## src/rtl/instruction_cache_2way.sv

```systemverilog
// instruction_cache_2way: two-way set-associative read-only instruction cache with LRU, multi-cycle flush and saturating hit/miss counters
module instruction_cache_2way #(
  parameter int LINE_WORDS = 4,
  parameter int SETS = 8,
  parameter int CNT_W = 32
) (
  input  logic                                    CLK,
  input  logic                                    RESET,
  input  logic [31:0]                             ADDRESS,
  input  logic                                    READ,
  input  logic                                    FLUSH,
  output logic [31:0]                             READDATA,
  output logic                                    BUSYWAIT,
  output logic [31-$clog2(LINE_WORDS*4):0]        MEM_ADDRESS,
  output logic                                    MEM_READ,
  input  logic [LINE_WORDS*32-1:0]                MEM_READDATA,
  input  logic                                    MEM_BUSYWAIT,
  output logic [CNT_W-1:0]                        HIT_COUNT,
  output logic [CNT_W-1:0]                        MISS_COUNT
);
  localparam int OB = $clog2(LINE_WORDS * 4);
  localparam int IB = $clog2(SETS);
  localparam int TB = 32 - IB - OB;
  localparam int LW = LINE_WORDS * 32;
  typedef enum logic [1:0] {IDLE, READ_MEM, FLUSHING} state_t;
  state_t state, next;
  logic [1:0] valid [SETS];
  logic [TB-1:0] tags [SETS][2];
  logic [LW-1:0] data [SETS][2];
  logic [SETS-1:0] lru;
  logic flush_pending;
  logic [IB-1:0] flush_cnt;
  logic [IB-1:0] idx, li;
  logic [TB-1:0] tag, lt;
  logic [31:0] off;
  logic hit0, hit1, hit, victim, hit_acc, miss_acc;
  logic [LW-1:0] hit_line;
  assign idx = ADDRESS[OB+IB-1:OB];
  assign tag = ADDRESS[31:32-TB];
  assign li = MEM_ADDRESS[IB-1:0];
  assign lt = MEM_ADDRESS[31-OB:IB];
  // byte offset of the requested word inside the line; zero for one-word lines
  assign off = ADDRESS & 32'(LINE_WORDS * 4 - 4);
  assign hit0 = valid[idx][0] && tags[idx][0] == tag;
  assign hit1 = valid[idx][1] && tags[idx][1] == tag;
  assign hit = hit0 | hit1;
  assign hit_line = hit1 ? data[idx][1] : data[idx][0];
  assign victim = !valid[li][0] ? 1'b0 : !valid[li][1] ? 1'b1 : lru[li];
  assign hit_acc = state == IDLE && READ && !FLUSH && hit;
  assign miss_acc = state == IDLE && READ && !FLUSH && !hit;
  always_ff @(posedge CLK)
    state <= RESET ? IDLE : next;
  always_comb begin
    next = state;
    MEM_READ = state == READ_MEM;
    READDATA = (state == IDLE && hit) ? 32'(hit_line >> {off, 3'b000}) : 32'h0;
    BUSYWAIT = state != IDLE || FLUSH || (READ && !hit);
    next = state == IDLE ? (FLUSH ? FLUSHING : (READ && !hit) ? READ_MEM : IDLE)
         : state == READ_MEM ? (MEM_BUSYWAIT ? READ_MEM : (flush_pending || FLUSH) ? FLUSHING : IDLE)
         : (flush_cnt == IB'(SETS - 1)) ? IDLE : FLUSHING;
  end
  always_ff @(posedge CLK) begin
    if (RESET) begin
      for (int i = 0; i < SETS; i++) valid[i] <= 2'b00;
      lru <= '0;
      flush_pending <= 1'b0;
      flush_cnt <= '0;
      MEM_ADDRESS <= '0;
      HIT_COUNT <= '0;
      MISS_COUNT <= '0;
    end else begin
      if (hit_acc && HIT_COUNT != '1) HIT_COUNT <= HIT_COUNT + 1'b1;
      if (miss_acc && MISS_COUNT != '1) MISS_COUNT <= MISS_COUNT + 1'b1;
      if (hit_acc) lru[idx] <= hit0;
      if (miss_acc) MEM_ADDRESS <= ADDRESS[31:OB];
      if (state == IDLE) flush_cnt <= '0;
      if (state == READ_MEM && FLUSH) flush_pending <= 1'b1;
      if (state == READ_MEM && !MEM_BUSYWAIT) begin
        valid[li][victim] <= 1'b1;
        tags[li][victim] <= lt;
        data[li][victim] <= MEM_READDATA;
        lru[li] <= ~victim;
      end
      if (state == FLUSHING) begin
        valid[flush_cnt] <= 2'b00;
        lru[flush_cnt] <= 1'b0;
        flush_cnt <= flush_cnt + 1'b1;
        flush_pending <= 1'b0;
      end
    end
  end
endmodule

```

## config.mk

```make
export PLATFORM = sky130hd
export DESIGN_NAME = instruction_cache_2way
export DESIGN_NICKNAME = d
export VERILOG_FILES = /design/src/rtl/instruction_cache_2way.sv
export SDC_FILE = /design/constraint.sdc
export NUM_CORES = 2
export LEC_CHECK = 0
export CELL_PAD_IN_SITES_DETAIL_PLACEMENT = 1
export CELL_PAD_IN_SITES_GLOBAL_PLACEMENT = 2
export CORE_AREA = 2 2 475 477
export CTS_BUF_LIST = sky130_fd_sc_hd__clkbuf_4 sky130_fd_sc_hd__clkbuf_8
export DETAILED_ROUTE_END_ITERATION = 12
export DIE_AREA = 0 0 477 479
export MAX_ROUTING_LAYER = met4
export PLACE_DENSITY = 0.85
export SLEW_MARGIN = 15
export SYNTH_ARGS = -nofsm -noshare
export SYNTH_HDL_FRONTEND = slang
export SYNTH_SLANG_ARGS = --single-unit
```

## constraint.sdc

```tcl
create_clock -name CLK -period 15.9 [get_ports CLK]
set_input_delay 3.18 -clock CLK [delete_from_list [all_inputs] [get_ports CLK]]
set_output_delay 3.18 -clock CLK [all_outputs]
set_load 0.01 [all_outputs]
```

-- Yosys cells after proc, flatten, opt, wreduce, memory -nomap -nowiden
Memory sizes are Yosys's and may differ from the RTL's. A register that Yosys moved wholly into a read port is not among the register bits.
Cells that the tools add are included.
- add/subtract/negate cells: 3
- $lt $le $gt $ge: 10
- equality and inequality tests: 7
- shift operators: 1
- muxes and demuxes: 52
- bitwise operators: 5
- reductions and logical operators: 29
- operator list (cell ; number):
    128-bit 2-to-1 mux ; 2
    256-bit 2-to-1 mux ; 1
    128-bit demux with 1-bit select ; 1
    128-bit by 7-bit right shift with 32-bit output ; 1
    32-bit by 1-bit adder with 32-bit output, second input constant ; 2
    32-bit != test, second input constant ; 2
    25-bit equality test ; 2
    50-bit 2-to-1 mux ; 1
    8-bit 2-to-1 mux ; 5
    32-bit 2-to-1 mux ; 1
    25-bit demux with 1-bit select ; 1
    25-bit 2-to-1 mux ; 1
    2-bit 2-to-1 mux ; 11
    3-bit 2-to-1 mux ; 6
    1-bit logical AND ; 17
    8-bit bitwise mux ; 2
    1-bit 2-to-1 mux ; 15
    3-bit by 4-bit less-than comparator with 1-bit output, second input constant ; 3
    1-bit demux with 3-bit select ; 3
    3-bit by 1-bit >= comparator with 1-bit output, second input constant ; 3
    8-bit bitwise AND ; 1
    8-bit inverter ; 1
    2-bit OR reduction ; 3
    2-bit nonzero test ; 2
    other kinds (16) ; 20
- register bits: 106
- memory bits (writable): 2464
- input bits: 165
- output and inout port bits: 126
- logic and storage cells: 117
- memories kept: 3
- memories (memory ; words ; bits a word ; rd ports ; clocked after Yosys merged registers in ; wr ports ; RTL line ; text):
    data ; 8 ; 256 ; 1 ; 0 ; 1 ; 29 ; logic [LW-1:0] data [SETS][2];
    tags ; 8 ; 50 ; 1 ; 0 ; 1 ; 28 ; logic [TB-1:0] tags [SETS][2];
    valid ; 8 ; 2 ; 2 ; 1 ; 8 ; 27 ; logic [1:0] valid [SETS];

-- Logic depth before layout (Yosys ltp)
- depth in word-level cells: 12
- mapped depth: 16
- depth with buffers taken out: 9

-- Worst setup path after synthesis
No wires, ideal clock.
- path type: input to register
- start point: input MEM_BUSYWAIT
- end point: memory data[5][0] (netlist name) (enable)
- library setup time: 0.852 ns
- arrival: 14.299 ns
- data required time: 15.048 ns
- slack: 0.749 ns
- cell stages on the path: 6
- buffers on the path: 2
- cell sequence: nand2b_1 -> buf_1 -> nor2_1 -> nand2b_1 -> clkbuf_1 -> nor3_1
- word-level cells in the longest chain between the ends: 5
- RTL lines (item ; RTL line ; text):
    from (decl) ; 17 ; input logic MEM_BUSYWAIT,
    1-bit logical NOT ; 78 ; if (state == READ_MEM && !MEM_BUSYWAIT) begin
    1-bit logical AND ; 78 ;
    1-bit 2-to-1 mux ; 78 ;
    1-bit 2-to-1 mux ; 63 ; if (RESET) begin
    256-bit 2-to-1 mux (implied by the code) ; 81 ; data[li][victim] <= MEM_READDATA;
    to (decl) ; 29 ;
Every way passes these cells.

-- Worst setup path in the final report
- start point: input ADDRESS[4]
- end point: output READDATA[1]
- word-level cells in the longest chain between the ends: 6
- elaborated cells between the ends (all ways): 12
- those cells by class: 2 x eq/ne; 1 x shift; 2 x mux; 1 x bitwise; 3 x reduce/logical; 3 x memory
- RTL lines (item ; RTL line ; text):
    from (decl) ; 9 ; input logic [31:0] ADDRESS,
    memory 8 x 50 bit ; -- ;
    25-bit equality test (on tied branches) ; 45, 44 ;
    1-bit logical AND (on tied branches) ; 45, 44 ;
    128-bit 2-to-1 mux or 1-bit OR (tied branches) ; 47, 46 ;
    128-bit by 7-bit right shift with 32-bit output or 1-bit logical AND (tied branches) ; 56 ; READDATA = (state == IDLE && hit) ? 32'(hit_line >> {off, 3'b000}) : 32'h0;
    32-bit 2-to-1 mux * ; 56 ;
    to (decl) ; 12 ; output logic [31:0] READDATA,
Every way passes the cells marked *; elsewhere a longest branch is shown, timed or not.

==> metrics.md <==
| Metric | Value |
|---|---|
| Outcome | `complete, no violations` |
| Routed wire length | `322000 um` |
| Worst-path clk slew | `0.05 ns` |
| Tot Pwr | `13.61 mW` |
| Total global-route track usage | `0.2857` |
| Pins Over Slew Limit | `0` |
| Min Tclk post-route | `12.95 ns` |
| Fin nets | `between 6000 and 7000` |
| Worst Hold Class | `reg2reg` |
| Initial Util | `0.4378` |
| PortBufs | `288` |
| H-tree depth | `5` |
| Area of the mapped netlist | `around 98000 um^2` |
| Vias | `between 60000 and 70000` |
| Chip height | `479 um` |
| Largest net degree at the start of global routing | `113` |
| PD cells | `approximately 120 nW/um^2` |
| Hold slack | `0.4968 ns` |
| First-pass GRT wire length | `458600 um` |
| Net Switching | `3.097 mW` |
| Final Setup Violations | `0` |
| Combinational group share of total power | `0.050` |
| Worst EP arrival | `9.77 ns` |
| Layout cell share with drive strength beyond 1 | `0.1729` |
| Clock Skew | `~0.11 ns` |
| CP Launch Type | `primary input` |
| CTS tree | `done` |
| RSZ-0062 raised after global routing | `no` |
| Cell internal pwr | `between 10 and 15 mW` |
| Synth unique cells | `78` |
| Syn Nets | `5868` |
| Yosys Warn Count | `0` |
| Max_cap viols | `0` |
| Vias per cell | `~6.4` |
| Clock Sinks | `2573` |
| Final hold vios | `0` |
| Register area share after synthesis | `0.7782` |
| Grt met3 use | `0.06050` |
| Switch share | `0.2275` |
| Fmax | `77.24 MHz` |
| Hold Buf Count CTS | `0` |
| Area Overhead vs Synth | `14.68%` |
| Post-DRT Antenna Nets | `0` |
| DRT Pass-1 Iters | `6` |
| Post-DP HPWL | `170000 um` |
| # IOs | `between 200 and 300` |
| Dpl ws | `2.990 ns` |
| Area of the die | `228500 um^2` |
| Post-Synthesis Cells | `between 5000 and 6000` |
| Core Util, Final | `0.5020` |
| Synth Flop Type | `edfxtp_1` |
| Post_cts resized | `0` |
| Critical Path RT | `approximately 13 ns` |
| Core Rows | `174` |
| Relative slew slack | `0.1672` |
| DR WL/cell | `roughly 34 um` |
| Die W | `477 um` |
| Final WS setup | `about 3.0 ns` |
| Post-synth ARST share | `0` |
| Register bit total from synthesis | `2573` |
| Number of global-route vias before repair | `62982` |
| CTS max path bufs | `4` |
| Postcts setup bufs | `0` |
| Busiest grt layer | `met2` |
| Period Utilization, post-route | `0.8143` |
| CP Max Fanout | `62` |
| Setup TNS | `0 ns` |
| Sequential power share | `0.548` |
| Critical Path End Type | `primary output` |
| GRT overflow | `0` |
| Root Buffer | `clkbuf_8` |
| Antenna violations before repair | `53` |
| Iteration-0 DRC Markers | `8107` |
| TritonCTS Buffers | `409` |
| Met1 GRT Util | `0.3667` |
| Clock Power Share | `0.402` |
| Core area | `approximately 220000 um^2` |
| Critical path class | `in2out` |
| Syn avg cell area | `17.18 um^2` |
| DRC | `0` |
| GPL Wtd Cong | `roughly 0.82` |
| Post-synth EDFFs | `2464` |
| Leakage | `35.17 nW` |
| Skew-Pair Late Insertion Delay | `~1.1 ns` |
| Max IR drop VDD | `96.18 uV` |
| Met2 usage | `0.4463` |
| Worst Tran Pin Value | `~1.2 ns` |
-- logic make-up after synthesis --
group                      after synthesis  synth area share
and+or+nand+nor                        836           0.04177
xor gates and xnor gates                39          0.003490
buffers and inverters                  394           0.01667
AOI/OAI and AO/OA                     1320           0.09001
adders and majority gates                4         0.0005113
muxes                                  533           0.06935
DFF                                   2573            0.7782
-- registers in the layout, summed over array words and instances, names as in the netlist, named ones only --
register       count
state              2
tags             400
data            2048
MEM_ADDRESS       28
MISS_COUNT        32
valid             16
flush_cnt          3
flush_pending      1
lru                8
HIT_COUNT         32
-- cells in the final DEF, fill, tap and decap left out, types with 17 or more instances in the layout --
cell and count:
clkdlybuf4s50_1 282, diode_2 45, a211oi_1 42, or4_1 29, a21oi_1 166, clkbuf_8 420
nor2b_1 29, o22ai_1 640, nand2b_1 17, nand4_1 26, mux2i_1 226, clkinv_1 93
a22oi_1 34, a2111oi_0 20, nand2_1 135, clkinv_2 43, o221ai_1 104, mux2_2 209
o22a_1 37, nand3_1 54, xor2_1 23, buf_12 23, clkbuf_4 136, a221oi_1 18
buf_4 106, mux4_2 95, edfxtp_1 2464, nor2_1 269, or3_1 27, o21ai_0 91
inv_1 26, dfxtp_1 109, nor3_1 74, o211ai_1 17, nor4_1 87
-- worst paths after layout --
check                              start                     endpoint  slack, ns  depth (start not counted)
max                           ADDRESS[4]                  READDATA[1]       2.95                         14
min          MISS_COUNT[22]$_SDFFE_PP0P_  MISS_COUNT[22]$_SDFFE_PP0P_       0.50                          2
max reg2reg  MEM_ADDRESS[2]$_SDFFE_PP0P_        tags[5][39]$_DFFE_PP_      10.21                         10
min reg2reg  MISS_COUNT[22]$_SDFFE_PP0P_  MISS_COUNT[22]$_SDFFE_PP0P_       0.50                          2
-- through the flow --
stage,cells,area (um^2)
floorplan,5699,97880
global placement,8741,104500
detailed placement,8741,104500
CTS,9447,112100
global route,9487,112200
finish,9493,112200
-- critical path, cell delays in order --
cell and delay [ns]:
buf_8 0.45, buf_4 0.76, nand2b_2 0.28, o22ai_1 0.08, a221oi_1 0.63, xor2_1 0.26
nor3_1 0.09, nand4_1 0.23, buf_4 0.30, or2_2 0.86, buf_4 0.55, a211oi_1 0.17
a2111oi_0 1.01, clkdlybuf4s50_1 0.72
-- synth_stat cells, types with 10 or more instances --
cell type,instances,area (um^2)
nor4_1,87,544.3
a2111oi_0,22,192.7
a22oi_1,34,255.2
o41ai_1,13,113.9
mux4_2,95,2140
mux2i_1,227,2272
clkbuf_1,221,829.6
mux2_2,209,2354
or4_1,29,217.7
nand2_1,145,544.3
xor2_1,23,201.4
a211oi_1,42,315.3
and3_1,14,87.58
inv_1,26,97.59
o21bai_1,11,82.58
nor2_1,282,1059
o31ai_1,14,105.1
a21oi_1,166,830.8
o22a_1,37,324.1
nor2b_1,31,193.9
o21ai_0,92,460.4
nand4_1,26,162.7
buf_2,65,325.3
o22ai_1,640,4004
buf_1,65,244.0
or3_1,27,168.9
o221ai_1,104,910.9
xnor2_1,16,140.1
o21a_1,10,75.07
edfxtp_1,2464,73990
nand2b_1,21,131.4
dfxtp_1,109,2182
o2111ai_1,12,105.1
a311oi_1,12,105.1
o211ai_1,17,127.6
nand3_1,55,275.3
nor3_1,81,405.4
a221oi_1,18,157.7
-- power groups by stage --
stage	registers (mW)	clock network, mW	logic [mW]
2_1_floorplan	7.59	0	0.329
3_3_place_gp	7.59	0	0.641
3_5_place_dp	7.60	0	0.666
4_1_cts	7.46	5.51	0.670
5_1_grt	7.45	5.79	0.709
6_report	7.46	5.47	0.683
-- cell type report --
type / instances / area [um^2]
antenna: 45 / 112.6
clock buffer: 556 / 6802
clock inverter: 150 / 845.8
fill: 21035 / 111300
inverter: 29 / 111.4
multi-input combinational: 2732 / 20330
sequential: 2573 / 76170
tap: 2992 / 3744
timing repair buffer: 416 / 4134
-- layer usage --
metal  share of wire  vias to the layer above
met5               0                        -
met4           0.035                        0
met3            0.11                      646
met2            0.48                     4008
met1            0.38                    31690
li1                -                    24405
Power figures use the tool's default switching activity.
